## src/rtl/ft232r_rsp_arb.sv

```systemverilog
// Round-robin arbiter sharing the FT232R response byte channel among P_N
// 4-phase requesters, with per-requester grant lock and a downstream watchdog.
module ft232r_rsp_arb #(
  parameter int P_N               = 4,
  parameter int P_TIMEOUT_CNT_MAX = 65535
) (
  input  logic             clk,
  input  logic             rst_n,
  input  logic [P_N-1:0]   up_req,
  input  logic [P_N-1:0]   up_lock,
  input  logic [8*P_N-1:0] up_data,
  output logic [P_N-1:0]   up_ack,
  output logic             dn_req,
  output logic [7:0]       dn_data,
  input  logic             dn_ack,
  output logic [P_N-1:0]   grant,
  output logic             busy,
  output logic             timeout_err
);

  localparam int PW = (P_N > 1) ? $clog2(P_N) : 1;
  localparam int CW = (P_TIMEOUT_CNT_MAX > 0) ? $clog2(P_TIMEOUT_CNT_MAX + 1) : 1;
  localparam bit WD_EN = (P_TIMEOUT_CNT_MAX != 0);
  localparam logic [CW-1:0] CNT_LAST = CW'(P_TIMEOUT_CNT_MAX - 1);
  localparam logic [PW-1:0] PTR_RST  = PW'(P_N - 1);

  typedef enum logic [2:0] {
    S_IDLE   = 3'd0,
    S_DN_REQ = 3'd1,
    S_DN_REL = 3'd2,
    S_UP_ACK = 3'd3,
    S_HOLD   = 3'd4
  } state_e;

  state_e           state_q, state_d;
  logic [PW-1:0]    ptr_q, ptr_d;
  logic [PW-1:0]    gidx_q, gidx_d;
  logic [P_N-1:0]   grant_q, grant_d;
  logic [P_N-1:0]   up_ack_q, up_ack_d;
  logic             dn_req_q, dn_req_d;
  logic [7:0]       dn_data_q, dn_data_d;
  logic             to_q, to_d;
  logic             busy_q;
  logic [CW-1:0]    cnt_q, cnt_d;

  logic [PW-1:0]    pick_s;
  logic [PW-1:0]    cand_s;
  logic             found_s;
  logic             wd_hit_s;

  function automatic logic [7:0] sel_byte(input logic [8*P_N-1:0] d,
                                          input logic [PW-1:0]    idx);
    return d[{idx, 3'b000} +: 8];
  endfunction

  // Fires on the edge where the wait counter would reach its limit.
  assign wd_hit_s = WD_EN && (cnt_q == CNT_LAST);

  // First pending requester after the last owner, wrapping modulo P_N.
  always_comb begin
    pick_s  = '0;
    cand_s  = '0;
    found_s = 1'b0;
    for (int off = 1; off <= P_N; off++) begin
      cand_s = PW'((int'(ptr_q) + off) % P_N);
      if (!found_s && up_req[cand_s]) begin
        found_s = 1'b1;
        pick_s  = cand_s;
      end else begin
        found_s = found_s;
      end
    end
  end

  // Next-state and registered-output logic.
  always_comb begin
    state_d   = state_q;
    ptr_d     = ptr_q;
    gidx_d    = gidx_q;
    grant_d   = grant_q;
    up_ack_d  = up_ack_q;
    dn_req_d  = dn_req_q;
    dn_data_d = dn_data_q;
    cnt_d     = cnt_q;
    to_d      = 1'b0;
    case (state_q)
      S_IDLE: begin
        if (found_s) begin
          gidx_d    = pick_s;
          grant_d   = P_N'(1) << pick_s;
          dn_data_d = sel_byte(up_data, pick_s);
          dn_req_d  = 1'b1;
          cnt_d     = '0;
          state_d   = S_DN_REQ;
        end else begin
          state_d = S_IDLE;
        end
      end
      S_DN_REQ, S_DN_REL: begin
        cnt_d = cnt_q + CW'(1);
        if (wd_hit_s) begin
          // Abort still releases the requester so it never stalls.
          dn_req_d = 1'b0;
          to_d     = 1'b1;
          up_ack_d = grant_q;
          state_d  = S_UP_ACK;
        end else if (state_q == S_DN_REQ && dn_ack) begin
          dn_req_d = 1'b0;
          state_d  = S_DN_REL;
        end else if (state_q == S_DN_REL && !dn_ack) begin
          up_ack_d = grant_q;
          state_d  = S_UP_ACK;
        end else begin
          state_d = state_q;
        end
      end
      S_UP_ACK: begin
        if (!up_req[gidx_q]) begin
          up_ack_d = '0;
          ptr_d    = gidx_q;
          if (up_lock[gidx_q]) begin
            state_d = S_HOLD;
          end else begin
            grant_d = '0;
            state_d = S_IDLE;
          end
        end else begin
          state_d = S_UP_ACK;
        end
      end
      S_HOLD: begin
        if (up_req[gidx_q]) begin
          dn_data_d = sel_byte(up_data, gidx_q);
          dn_req_d  = 1'b1;
          cnt_d     = '0;
          state_d   = S_DN_REQ;
        end else if (!up_lock[gidx_q]) begin
          grant_d = '0;
          state_d = S_IDLE;
        end else begin
          state_d = S_HOLD;
        end
      end
      default: begin
        grant_d  = '0;
        up_ack_d = '0;
        dn_req_d = 1'b0;
        state_d  = S_IDLE;
      end
    endcase
  end

  // State and output registers.
  always_ff @(posedge clk or negedge rst_n) begin
    if (!rst_n) begin
      state_q   <= S_IDLE;
      ptr_q     <= PTR_RST;
      gidx_q    <= '0;
      grant_q   <= '0;
      up_ack_q  <= '0;
      dn_req_q  <= 1'b0;
      dn_data_q <= 8'h00;
      to_q      <= 1'b0;
      busy_q    <= 1'b0;
      cnt_q     <= '0;
    end else begin
      state_q   <= state_d;
      ptr_q     <= ptr_d;
      gidx_q    <= gidx_d;
      grant_q   <= grant_d;
      up_ack_q  <= up_ack_d;
      dn_req_q  <= dn_req_d;
      dn_data_q <= dn_data_d;
      to_q      <= to_d;
      busy_q    <= (state_d != S_IDLE);
      cnt_q     <= cnt_d;
    end
  end

  assign up_ack      = up_ack_q;
  assign dn_req      = dn_req_q;
  assign dn_data     = dn_data_q;
  assign grant       = grant_q;
  assign busy        = busy_q;
  assign timeout_err = to_q;

endmodule

```

## config.mk

```make
export PLATFORM = sky130hd
export DESIGN_NAME = ft232r_rsp_arb
export DESIGN_NICKNAME = d
export VERILOG_FILES = /design/src/rtl/ft232r_rsp_arb.sv
export SDC_FILE = /design/constraint.sdc
export NUM_CORES = 1
export LEC_CHECK = 0
export ABC_CLOCK_PERIOD_IN_PS = 4400
export CAP_MARGIN = 20
export CORE_MARGIN = 5
export CORE_UTILIZATION = 53
export DETAILED_ROUTE_END_ITERATION = 10
export HOLD_SLACK_MARGIN = 0.08
export PLACE_DENSITY = 0.85
export SLEW_MARGIN = 10
export SYNTH_ARGS = -nofsm -noshare
export SYNTH_HDL_FRONTEND = slang
export SYNTH_SLANG_ARGS = --single-unit
```

## constraint.sdc

```tcl
create_clock -name clk -period 4.4 [get_ports clk]
set_input_delay 1.1 -clock clk [delete_from_list [all_inputs] [get_ports clk]]
set_output_delay 1.1 -clock clk [all_outputs]
set_load 0.05 [all_outputs]
```

==> flow_summary_export.csv <==
group,metric,value,unit
drt,drc,0,
clocking,cts_setup_buffers,0,
clocking,hold_buffers,0,
global_route,antenna_found_initial,0,
critical_path,crit_path_top_delay_cell,"nor4_1",
final_layout,area_delta_synth_final,28.7,%
floorplan,die_w,78.0,um
yosys,synth_edf_count,0,
placement,port_buffers,61,
floorplan,rows,24,
critical_path,critPathLaunchType,"primary input",
placement,dp_slack,940,ps
hold_path,whs_path_depth,2,
final_layout,design_area,3150,um^2
global_route,grt_pass1_vias,1941,
critical_path,worstPathArrival,3370,ps
placement,placed_area,3060,um^2
final_layout,seqCellArea,1050,um^2
hold_path,worstHoldStart,"dn_data[1]$_DFFE_PN0P_",
yosys,netlist_instances,239,
power_and_ir_drop,finalPower,2.01,mW
floorplan,die_y,78.0,um
final_layout,antennaDiodeCount,0,
yosys,synthesis.nets,284,
final_layout,drive_gt1_frac,0.110,
yosys,yosysWarnings,0,
timing,relSlewSlack,0.392,
status,status,"finished, final reports clean",
final_layout,fillers,329,
global_route,overflow,0,
yosys,yosysSeqAreaShare,0.430,
critical_path,worst-path-buf-inv,1,
hold_path,hold_class,"register to register",
timing,worstMarginPinSlew,912,ps
yosys,synth_top_cell_by_area,"dfrtp_1",
critical_path,r2r-start,"state_q[0]$_DFF_PN0_",
critical_path,critPathTopFamily,"multiplexers",
final_layout,fin_cells,352,
clocking,htreeDepth,2,
placement,dp_hpwl,4.02,mm
drt,drt_iter0_drc,127,
drt,drtAntennaViolNets,0,
drt,wl_per_cell,14.9,um
floorplan,ios,62,
critical_path,worstPathRequired,4590,ps
floorplan,core,4410,um^2
power_and_ir_drop,power.leakage,1.39,nW
clocking,cts_tree,"built",
final_layout,final_util,0.714,
timing,maxSlewViolCount,0,
yosys,ys_types,54,
placement,numPlacedInstances,344,
placement,gp_congestion,0.860,
floorplan,dieArea,6080,um^2
drt,vias,1967,
critical_path,rr_worst_depth,6,
clocking,path_clk_slew,90,ps
yosys,yosys-top-cells-area,"dfrtp_1 (41%), mux2i_1 (7.4%), nand2_1 (4.4%), xor2_1 (3.9%), nor2_1 (2.9%)",
critical_path,crit_chain,"clkdlybuf4s50_1 -> nor4_1 -> o31a_1 -> mux4_2 -> mux2_4",
yosys,syn_area,2450,um^2
flow_run,cap_violations,0,
yosys,synth_most_common_cell,"dfrtp_1",
floorplan,start_util,0.555,
timing,rsz0062_at_grt,"no",
yosys,syn_avg_cell_area,10.3,um^2
timing,finalSetupViolCount,0,
drt,wirelength,5.26,mm
critical_path,r2r_slack,1960,ps
global_route,grt_max_degree,43,
clocking,numCtsBuffers,5,
timing,fin_hold_ws,492,ps
yosys,synth_common_cells,"dfrtp_1 (40), nand2_1 (29), nor2_1 (19)",
drt,firstDrtPassIters,4,
critical_path,rr_endpoint,"dn_data[1]$_DFFE_PN0P_",
critical_path,critPathMaxFanout,7,
clocking,cts.repair.resized,0,
critical_path,end_kind,"register",
timing,fin_crit_sh,0.721,
yosys,synth_top_area_share,0.409,
yosys,synth_flop_cell,"dfrtp_1",
global_route,grt_pass1_wl,9.04,mm
clocking,cts-root-buf,"clkbuf_8",
critical_path,critPathKind,"primary input to register",
yosys,synth_seq_cells,42,
power_and_ir_drop,power_density,638,nW/um^2
timing,setup-tns-final,0,ps
yosys,ys_async_sr_fraction,1.00,
final_layout,nets,344,
power_and_ir_drop,ir_drop,0.000410,V
drt,drt-vias-per-instance,5.59,
global_route,grt_usage,0.181,
hold_path,holdPathEnd,"dn_data[1]$_DFFE_PN0P_",
timing,finClkSkew,2.93,ps
timing,hold_viol_final,0,
clocking,clkLatencyLatePin,300,ps
final_layout,multi_input_area,1300,um^2
timing,max_freq,315,MHz
clocking,clk_path_buf_depth,2,
timing,min_period,3170,ps
timing,fin_ws,1230,ps
clocking,cts_sinks,42,
critical_path,crit_path_max_incr_delay,730,ps
worst max-delay path by stage:
stage                                   endpoint  cells after the start  startpoint  slack, ps
after global routing      dn_data[7]$_DFFE_PN0P_                      7   up_req[2]       1130
after global placement    dn_data[7]$_DFFE_PN0P_                      5   up_req[1]       1010
final                     dn_data[7]$_DFFE_PN0P_                      5   up_req[1]       1230
after floorplan           dn_data[7]$_DFFE_PN0P_                      4   up_req[1]       1690
after CTS                 dn_data[7]$_DFFE_PN0P_                      5   up_req[1]       1270
after detailed placement  dn_data[7]$_DFFE_PN0P_                      5   up_req[1]        940
cell families (layout without fill, tap and decap cells):
group | Yosys count | after routing | share of synthesized area
muxes | 28 | 28 | 0.136
xor gates and xnor gates | 15 | 15 | 0.0536
and+or+nand+nor | 96 | 96 | 0.207
buffers and inverters | 17 | 78 | 0.0403
AOI/OAI and AO/OA | 39 | 39 | 0.123
adders and majority gates | 2 | 2 | 0.0102
DFF | 42 | 42 | 0.430
power by group:
part / switching [mW] / internal, mW
registers: 0.140 / 0.509
logic: 0.641 / 0.462
clock network: 0.144 / 0.115
total: 0.925 / 1.09
state kept, by name, indices dropped and copies added, names as in the netlist:
register and flops:
dn_req 1, grant 4, up_ack 4, state_q 3, timeout_err 1, ptr_q 2
gidx_q 2, busy 1, cnt_q 16, dn_data 8
final cells by class:
type,count,area share
inverter,8,0.00952
clock buffer,5,0.0218
tap,52,0.0206
multi-input combinational,180,0.412
timing repair buffer,62,0.194
sequential,42,0.334
clock inverter,3,0.00794
worst min-delay path, stage by stage, from the launching register on:
cell and delay [ps]:
dfrtp_1 350, nand2_1 50, o221ai_1 60
routing by layer:
metal  vias up  global-route usage  part of all wire
met3         6              0.0602             0.067
met5         -                   0                 0
met2        45               0.301              0.50
li1        977                   -                 -
met4         0              0.0355            0.0080
met1       939               0.232              0.43
cells in the final DEF (no fill, tap or decap), drive strengths merged, types with 4 or more instances in the layout:
cell type / n
and3: 5
clkbuf: 5
and2: 5
mux2: 6
xnor2: 4
o21ai: 9
nand2: 29
nand3: 7
dfrtp: 40
nor2: 20
nor3b: 4
clkdlybuf4s50: 60
nand4: 6
mux2i: 19
xor2: 11
nand2b: 5
o221ai: 7
inv: 9
(Power assumes the default switching activity.)
